File: src/rtl/bin_to_dec_pkg.sv
// -----------------------------------------------------------------------------
// bin_to_dec_pkg
//   Shared types and constants for the decimal conversion/decode blocks.
//   - state_e    : conversion FSM states (IDLE, SHIFT, DONE)
//   - DIGIT_W    : bits per BCD digit
//   - ONEHOT_W   : lines per decoded decimal digit
//   - min_digits : decimal digits needed to hold any WIDTH-bit unsigned value
// -----------------------------------------------------------------------------
package bin_to_dec_pkg;

   typedef enum logic [1:0] {
      IDLE  = 2'd0,
      SHIFT = 2'd1,
      DONE  = 2'd2
   } state_e;

   localparam int DIGIT_W  = 4;
   localparam int ONEHOT_W = 10;

   // Digit count of 2**width - 1, i.e. floor(width * log10(2)) + 1.
   // 30103/100000 approximates log10(2) closely enough for any practical width.
   function automatic int min_digits(input int width);
      return (width * 30103) / 100000 + 1;
   endfunction

endpackage

File: src/rtl/dec_digit_onehot.sv
// -----------------------------------------------------------------------------
// dec_digit_onehot
//   Decodes one BCD digit into a 10-line one-hot decimal field.
//   Codes 10..15 are not decimal digits and produce an all-zero field.
//   Ports:
//     bcd_i    in  4   BCD digit
//     onehot_o out 10  bit k set iff bcd_i == k
// -----------------------------------------------------------------------------
module dec_digit_onehot
   import bin_to_dec_pkg::*;
(
   input  logic [DIGIT_W-1:0]  bcd_i,
   output logic [ONEHOT_W-1:0] onehot_o
);

   always_comb begin
      onehot_o = '0;
      for (int k = 0; k < ONEHOT_W; k++) begin
         onehot_o[k] = (bcd_i == DIGIT_W'(k));
      end
   end

endmodule

File: src/rtl/bin_to_dec_seq_decoder.sv
// -----------------------------------------------------------------------------
// bin_to_dec_seq_decoder
//   Sequential binary-to-decimal converter (double dabble, one bit per cycle)
//   with a per-digit one-hot decimal decode, blanking and overflow flag.
//
//   Handshakes: a transfer happens on a rising edge where valid and ready are
//   both 1. in_ready is 1 only in IDLE (and never while rst is high); out_valid
//   is 1 only in DONE, and the result is held stable until out_ready is seen.
//
//   Ports:
//     clk         in   1            rising-edge clock
//     rst         in   1            synchronous active-high reset
//     in_valid    in   1            in_bin is valid
//     in_ready    out  1            block accepts a new word
//     in_bin      in   WIDTH        unsigned binary operand
//     blank       in   1            1 = out_onehot forced to zero
//     out_valid   out  1            result is valid
//     out_ready   in   1            consumer accepts the result
//     out_bcd     out  4*DIGITS     BCD result, digit 0 least significant
//     out_onehot  out  10*DIGITS    one-hot decimal field per digit
//     overflow    out  1            in_bin >= 10**DIGITS
//     dbg_state_o out  2            current FSM state
// -----------------------------------------------------------------------------
module bin_to_dec_seq_decoder
   import bin_to_dec_pkg::*;
#(
   parameter int WIDTH  = 8,
   parameter int DIGITS = 3
)(
   input  logic                         clk,
   input  logic                         rst,
   input  logic                         in_valid,
   output logic                         in_ready,
   input  logic [WIDTH-1:0]             in_bin,
   input  logic                         blank,
   output logic                         out_valid,
   input  logic                         out_ready,
   output logic [DIGIT_W*DIGITS-1:0]    out_bcd,
   output logic [ONEHOT_W*DIGITS-1:0]   out_onehot,
   output logic                         overflow,
   output state_e                       dbg_state_o
);

   localparam int BCD_W = DIGIT_W * DIGITS;
   localparam int CNT_W = $clog2(WIDTH + 1);

   state_e               state_q, state_d;
   logic [CNT_W-1:0]     cnt_q, cnt_d;
   logic [WIDTH-1:0]     bin_q, bin_d;
   logic [BCD_W-1:0]     bcd_q, bcd_d;
   logic                 ovf_q, ovf_d;
   logic [BCD_W-1:0]     out_bcd_q, out_bcd_d;
   logic                 out_ovf_q, out_ovf_d;
   // Set once a result has been published since reset; keeps the display
   // dark until then even though out_bcd=0 would decode to "0" in every field.
   logic                 has_q, has_d;

   logic [BCD_W-1:0]     bcd_adj;
   logic [BCD_W-1:0]     bcd_sh;
   logic [WIDTH-1:0]     bin_sh;
   logic                 shift_carry;
   logic [ONEHOT_W*DIGITS-1:0] onehot_raw;

   // One double-dabble step: correct digits >= 5, then shift {bcd,bin} left.
   // A bit leaving the top digit means the value reached 10**DIGITS.
   always_comb begin
      bcd_adj = bcd_q;
      for (int d = 0; d < DIGITS; d++) begin
         if (bcd_q[DIGIT_W*d +: DIGIT_W] >= 4'd5) begin
            bcd_adj[DIGIT_W*d +: DIGIT_W] = bcd_q[DIGIT_W*d +: DIGIT_W] + 4'd3;
         end
      end
      shift_carry = bcd_adj[BCD_W-1];
      bcd_sh      = {bcd_adj[BCD_W-2:0], bin_q[WIDTH-1]};
      bin_sh      = bin_q << 1;
   end

   always_comb begin
      state_d   = state_q;
      cnt_d     = cnt_q;
      bin_d     = bin_q;
      bcd_d     = bcd_q;
      ovf_d     = ovf_q;
      out_bcd_d = out_bcd_q;
      out_ovf_d = out_ovf_q;
      has_d     = has_q;
      unique case (state_q)
         IDLE: begin
            if (in_valid) begin
               bin_d   = in_bin;
               bcd_d   = '0;
               ovf_d   = 1'b0;
               cnt_d   = CNT_W'(WIDTH);
               state_d = SHIFT;
            end
         end
         SHIFT: begin
            bin_d = bin_sh;
            bcd_d = bcd_sh;
            ovf_d = ovf_q | shift_carry;
            cnt_d = cnt_q - CNT_W'(1);
            if (cnt_q == CNT_W'(1)) begin
               state_d   = DONE;
               out_bcd_d = bcd_sh;
               out_ovf_d = ovf_q | shift_carry;
               has_d     = 1'b1;
            end
         end
         DONE: begin
            if (out_ready) begin
               state_d = IDLE;
            end
         end
         default: begin
            state_d = IDLE;
         end
      endcase
   end

   always_ff @(posedge clk) begin
      if (rst) begin
         state_q   <= IDLE;
         cnt_q     <= '0;
         bin_q     <= '0;
         bcd_q     <= '0;
         ovf_q     <= 1'b0;
         out_bcd_q <= '0;
         out_ovf_q <= 1'b0;
         has_q     <= 1'b0;
      end else begin
         state_q   <= state_d;
         cnt_q     <= cnt_d;
         bin_q     <= bin_d;
         bcd_q     <= bcd_d;
         ovf_q     <= ovf_d;
         out_bcd_q <= out_bcd_d;
         out_ovf_q <= out_ovf_d;
         has_q     <= has_d;
      end
   end

   for (genvar g = 0; g < DIGITS; g++) begin : g_digit
      dec_digit_onehot u_dec (
         .bcd_i    (out_bcd_q[DIGIT_W*g +: DIGIT_W]),
         .onehot_o (onehot_raw[ONEHOT_W*g +: ONEHOT_W])
      );
   end

   assign in_ready    = (state_q == IDLE) && !rst;
   assign out_valid   = (state_q == DONE);
   assign out_bcd     = out_bcd_q;
   assign overflow    = out_ovf_q;
   assign out_onehot  = (blank || !has_q) ? '0 : onehot_raw;
   assign dbg_state_o = state_q;

endmodule

File: config.mk
export PLATFORM = sky130hd
export DESIGN_NAME = bin_to_dec_seq_decoder
export DESIGN_NICKNAME = d
export VERILOG_FILES = /design/src/rtl/bin_to_dec_pkg.sv /design/src/rtl/dec_digit_onehot.sv /design/src/rtl/bin_to_dec_seq_decoder.sv
export SDC_FILE = /design/constraint.sdc
export NUM_CORES = 1
export LEC_CHECK = 0
export BUFFER_PORTS_ARGS = -buffer_cell sky130_fd_sc_hd__buf_2
export CAP_MARGIN = 5
export CORE_UTILIZATION = 59
export CTS_BUF_LIST = sky130_fd_sc_hd__clkbuf_4 sky130_fd_sc_hd__clkbuf_8
export DETAILED_ROUTE_END_ITERATION = 10
export PLACE_DENSITY = 0.87
export SETUP_SLACK_MARGIN = 0.02
export SLEW_MARGIN = 20
export SYNTH_ARGS = -nofsm -noshare
export SYNTH_HDL_FRONTEND = slang
export SYNTH_SLANG_ARGS = --single-unit
File: constraint.sdc
create_clock -name clk -period 2.95 [get_ports clk]
set_input_delay 0.1475 -clock clk [delete_from_list [all_inputs] [get_ports clk]]
set_output_delay 0.1475 -clock clk [all_outputs]
set_load 0.02 [all_outputs]
=== Word level (Yosys, flattened, before mapping) ===
Index checks and enable logic that the tools add are counted.

* Add/sub/neg operators: 4
* Multiply operators: 0
* Div/mod/pow operators: 0
* $lt $le $gt $ge: 3
* Equal/unequal tests: 33
* Shifts and indexed selects: 0
* Multiplexer cells: 16
* Bitwise operators: 1
* Reduce and logical (&&, ||, !) cells: 12

{| class="wikitable"
|+ Operators by type and width
! kind !! count
|-
| 4-bit by 3-bit == test with 1-bit output, second input constant || 12
|-
| 30-bit two-way mux || 1
|-
| 4-bit by 2-bit == test with 1-bit output, second input constant || 6
|-
| 4-bit == test, second input constant || 6
|-
| 12-bit one-hot mux with 2 select lines || 1
|-
| 4-bit by 1-bit == test with 1-bit output, second input constant || 4
|-
| 4-bit two-way mux || 4
|-
| 8-bit one-hot mux with 2 select lines || 1
|-
| 4-bit by 2-bit adder with 4-bit output, second input constant || 3
|-
| 4-bit by 3-bit greater-or-equal comparator with 1-bit output, second input constant || 3
|-
| 4-bit zero test || 3
|-
| 12-bit two-way mux || 1
|-
| 8-bit two-way mux || 1
|-
| 4-bit one-hot mux with 2 select lines || 1
|-
| 2-bit two-way mux || 3
|-
| 2-bit one-hot mux with 3 select lines || 1
|-
| 2-bit inequality test, second input constant || 2
|-
| 2-bit AND reduction || 2
|-
| 4-bit by 1-bit subtractor with 4-bit output, second input constant || 1
|-
| 3-bit AND reduction || 1
|-
| 2-bit by 1-bit == test with 1-bit output, second input constant || 1
|-
| 2-bit == test, second input constant || 1
|-
| 1-bit zero test || 2
|-
| 2-bit zero test || 1
|-
| 7 further kinds || 7
|}

* Flip-flop bits (word level): 41
* Bits in latches: 0
* RAM bits: 0
* ROM bits: 0
* Word-level logic and storage cells: 77
* Memories: 0

=== Longest topological paths before layout ===
* Word-level depth: 4
* Mapped depth: 7

=== Hierarchy ===
From an unflattened synthesis, not the netlist that was laid out.

* Cells, all modules: 306
* Area, all modules: 2,653.8 um2

{| class="wikitable"
|+ By module, submodules not included
! module !! instances !! cells an instance !! area an instance (um2)
|-
| bin_to_dec_seq_decoder || 1 || 264 || 2,165.8
|-
| dec_digit_onehot || 3 || 14 || 162.7
|}

=== Least setup slack after synthesis ===
No wires, ideal clock.

* Path type: flip-flop to output port
* Start: reg out_bcd_q[2], in the netlist out_bcd[2]
* End: out out_onehot[0]
* Arrival time: 1.291 ns
* Path slack: 1.511 ns
* Cell stages (with the launch flop): 3
* Cell sequence: dfxtp_1 > or3_1 > nor3_1

* Word-level cells in the longest chain between the ends: 2

{| class="wikitable"
|+ Ends and longest elaborated chain
! item !! line !! text
|-
| start: declaration || bin_to_dec_seq_decoder.sv:52 || <nowiki>logic [BCD_W-1:0] out_bcd_q, out_bcd_d;</nowiki>
|-
| start signal: assignment || bin_to_dec_seq_decoder.sv:136 || <nowiki>out_bcd_q <= out_bcd_d;</nowiki>
|-
| 4-bit zero test || dec_digit_onehot.sv:19 || <nowiki>onehot_o[k] = (bcd_i == DIGIT_W'(k));</nowiki>
|-
| 30-bit two-way mux || bin_to_dec_seq_decoder.sv:153 || <nowiki>assign out_onehot = (blank || !has_q) ? '0 : onehot_raw;</nowiki>
|-
| end: declaration || bin_to_dec_seq_decoder.sv:39 || <nowiki>output logic [ONEHOT_W*DIGITS-1:0] out_onehot,</nowiki>
|}

No other way between the ends.

=== Worst setup path after layout ===
* Start: reg state_q[0], in the netlist dbg_state_o[0]
* End: reg bcd_q[10]

* Word-level cells in the longest chain between the ends: 3
* Elaborated cells on any way between the ends: 6
* Those cells by class: 2 x eq/ne; 1 x mux; 3 x reduce/logical

{| class="wikitable"
|+ Ends and longest elaborated chain
! item !! line !! text
|-
| start: declaration || bin_to_dec_seq_decoder.sv:47 || <nowiki>state_e state_q, state_d;</nowiki>
|-
| start signal: assignment || bin_to_dec_seq_decoder.sv:131 || <nowiki>state_q <= state_d;</nowiki>
|-
| 2-bit by 1-bit == test with 1-bit output / 2-bit zero test (equally long branches) || bin_to_dec_seq_decoder.sv:87 || <nowiki>unique case (state_q)</nowiki>
|-
| 2-bit nonzero test (no source line) / 2-bit inequality test (equally long branches) || -- ||
|-
| 2-bit AND reduction (no source line) || -- ||
|-
| end signal: assignment || bin_to_dec_seq_decoder.sv:125 || <nowiki>bcd_q <= '0;</nowiki>
|-
| end signal: assignment || bin_to_dec_seq_decoder.sv:134 || <nowiki>bcd_q <= bcd_d;</nowiki>
|-
| end: declaration || bin_to_dec_seq_decoder.sv:50 || <nowiki>logic [BCD_W-1:0] bcd_q, bcd_d;</nowiki>
|}

Several ways; a longest one is shown, not always the timed one.
A chain may end at the register's enable or synchronous reset.

==> results.json <==
{
  "outcome": "completed",
  "drive_above_1_share_pct": 26.2,
  "wl_per_cell_um": 12.7,
  "grt_max_degree": 28,
  "final_max_slew_viol_count": 0,
  "die_area_mm2": 0.00406,
  "fin_cells": 384,
  "top_layer": "met4",
  "dr.pass1.iters": 4,
  "avgSynthCellArea_um2": 8.00,
  "core_area_mm2": 0.00366,
  "final_cell_mix": "buf_2 (59), nor2_1 (55), dfxtp_1 (41), a21oi_1 (20), nand2_1 (16)",
  "mostFrequentLayoutCell": "buf_2",
  "clock_latency_ns": 0.29,
  "maxCapViolCount": 0,
  "ios": 60,
  "hold_class": "primary input to flop",
  "cts_tree": "done",
  "crit_path_frequent_cell": "nor2_1",
  "start_util_pct": 61.4,
  "hold_buffers": 0,
  "grt_setup_unrepaired": "no",
  "antenna_found_initial": 0,
  "syn_inst": 281,
  "finalSetupViolations": 0,
  "cts_max_level": 2,
  "rows": 22,
  "first_iter_violations": 66,
  "slowest_stage": "dfxtp_1",
  "cp_max_fo": 25,
  "slew_headroom_pct": 50.8,
  "grt_pass1_wl_um": 8340,
  "vias": 2121,
  "postCtsSetupBuffers": 0,
  "clk_pin_slew_ns": 0.07,
  "io_buffer_count": 59,
  "end_kind": "flop",
  "worstMarginPinSlew_ns": 0.737,
  "synth.distinct_cells": 43,
  "syn-num-nets": 302,
  "synth_area_mm2": 0.00225,
  "wl_met3_um": 269,
  "ir_drop_mv": 0.307,
  "fin_crit_ns": 1.92,
  "worstPathRequired_ns": 3.14,
  "clock-sinks": 41,
  "fin_skew_ns": 0.00355,
  "ys_ff_latch": 41,
  "drcViolationCount": 0,
  "cts_resized": 0,
  "timing.fmax_ghz": 0.521,
  "gp_congestion": 0.830,
  "synth-seq-area-share_pct": 36.5,
  "reg2reg_slack_ns": 1.03,
  "ant_nets": 0,
  "synth_top_area_share_pct": 36.5,
  "crit_type": "flop to flop",
  "worstPathArrival_ns": 2.11,
  "total_leakage_power_nw": 1.11,
  "route.final.wire_length_um": 4860,
  "syn_to_final_growth_pct": 16.4,
  "synth.area.top_cells": "dfxtp_1 (37%), nor2_1 (9.2%), a21oi_1 (4.5%), ha_1 (4.5%), o221a_2 (3.5%)",
  "wl_met1_um": 2240,
  "place_hpwl_um": 3460,
  "overflow": 0,
  "numCtsBuffers": 5,
  "fin_crit_sh_pct": 65.1,
  "synth_area_leader_cell": "dfxtp_1",
  "grt_pass1_vias": 1839,
  "power_density_mw_per_mm2": 431,
  "vias_per_cell": 5.52,
  "crit_path_start_kind": "flop",
  "die_w_um": 63.7,
  "diodes": 0,
  "p_total_mw": 1.13,
  "final_net_count": 356,
  "cts-root-buf": "clkbuf_8",
  "worstPathCellList": "nor2_1 -> nor2_2 -> nor2_1 -> a22o_1",
  "grt_usage_pct": 25.9,
  "dp_cells": 376,
  "slowest_delay_ns": 0.80,
  "dr_wl_met2_um": 2290,
  "final_util_pct": 71.5,
  "fin_setup_tns_ns": 0,
  "synth_warnings": 0,
  "final_hold_viol_count": 0,
  "cts_buffer_depth": 2,
  "die_y_um": 63.7
}
-- per-stage QoR --
| stage | cell area (um2) | hold WS (ns) | setup slack, ns |
|---|---|---|---|
| after detailed placement | 2530 | 0.417 | 1.04 |
| final | 2620 | 0.114 | 1.03 |
| after floorplan | 2250 | 0.313 | 1.51 |
| after global placement | 2530 | 0.407 | 1.10 |
| after CTS | 2620 | 0.114 | 1.02 |
| after global routing | 2620 | 0.138 | 0.844 |
-- cells in the mapped netlist (all sizes together) --
cell     number
or3           3
or2b          2
nand4bb       1
clkinv        1
a31o          1
inv          13
o311ai        1
nand2        16
o221ai        4
a22oi         2
o221a         7
nand3b        2
nor3b         6
and3          2
nand2b        9
a32oi         1
nor2b         7
buf          11
o32ai         3
mux2i         1
a22o          1
nand3        10
nor3         15
ha            8
mux2          1
and2          2
o2bb2ai       2
nor2         57
o21ai        11
and2b         2
or2           4
a21oi        20
clkbuf        2
o31a          1
xnor2         3
dfxtp        41
a211oi        8
-- registers in the layout (all words and copies together) (netlist names) --
signal and cells:
bcd_q 12, overflow 1, cnt_q 4, dbg_state_o 2, bin_q 8, out_bcd 12
ovf_q 1, has_q 1
-- critical path, delay by kind of cell, from the launching register on --
| kind | cells | cell delay [ns] |
|---|---|---|
| DFF | 1 | 0.80 |
| and+or+nand+nor | 3 | 0.75 |
| AOI/OAI and AO/OA | 1 | 0.25 |
-- layer usage --
metal,vias up,track usage [%]
met5,-,0
met3,5,5.36
met4,0,8.81
li1,1095,-
met2,79,44.5
met1,942,32.0
-- power breakdown --
group	leakage, nW	internal [mW]	switching (mW)	total, mW
combinational	0.728	0.0648	0.0804	0.145
clock	0.0498	0.196	0.181	0.377
sequential	0.334	0.577	0.0288	0.606
total	1.11	0.838	0.290	1.13
-- final timing paths --
path,from,to,depth (start not counted)
hold / removal,out_ready,dbg_state_o[1],3
setup / recovery,dbg_state_o[0],bcd_q[10],4
hold reg to reg,has_q,has_q,2
setup reg to reg,dbg_state_o[0],bcd_q[10],4
-- kinds of logic (layout without fill, tap and decap cells) --
kind of cell,count (synthesis),after routing,share of synthesized area (%)
multiplexers,2,2,0.946
AO/OA/AOI/OAI,62,62,19.9
XOR/XNOR,3,3,1.17
adder cells (fa/ha/maj),8,8,4.45
flip-flops,41,41,36.5
buffers and inverters,27,82,6.12
AND/OR/NAND/NOR,138,138,30.9
-- cell type report --
type / instances / area [um2]
repair buffers: 60 / 303
multi-input cells: 213 / 1290
inverters: 14 / 52.6
well taps: 48 / 60.1
fillers: 302 / 1040
flip-flops and latches: 41 / 821
clock buffers: 8 / 91.3
Power figures use the tool's default switching activity.
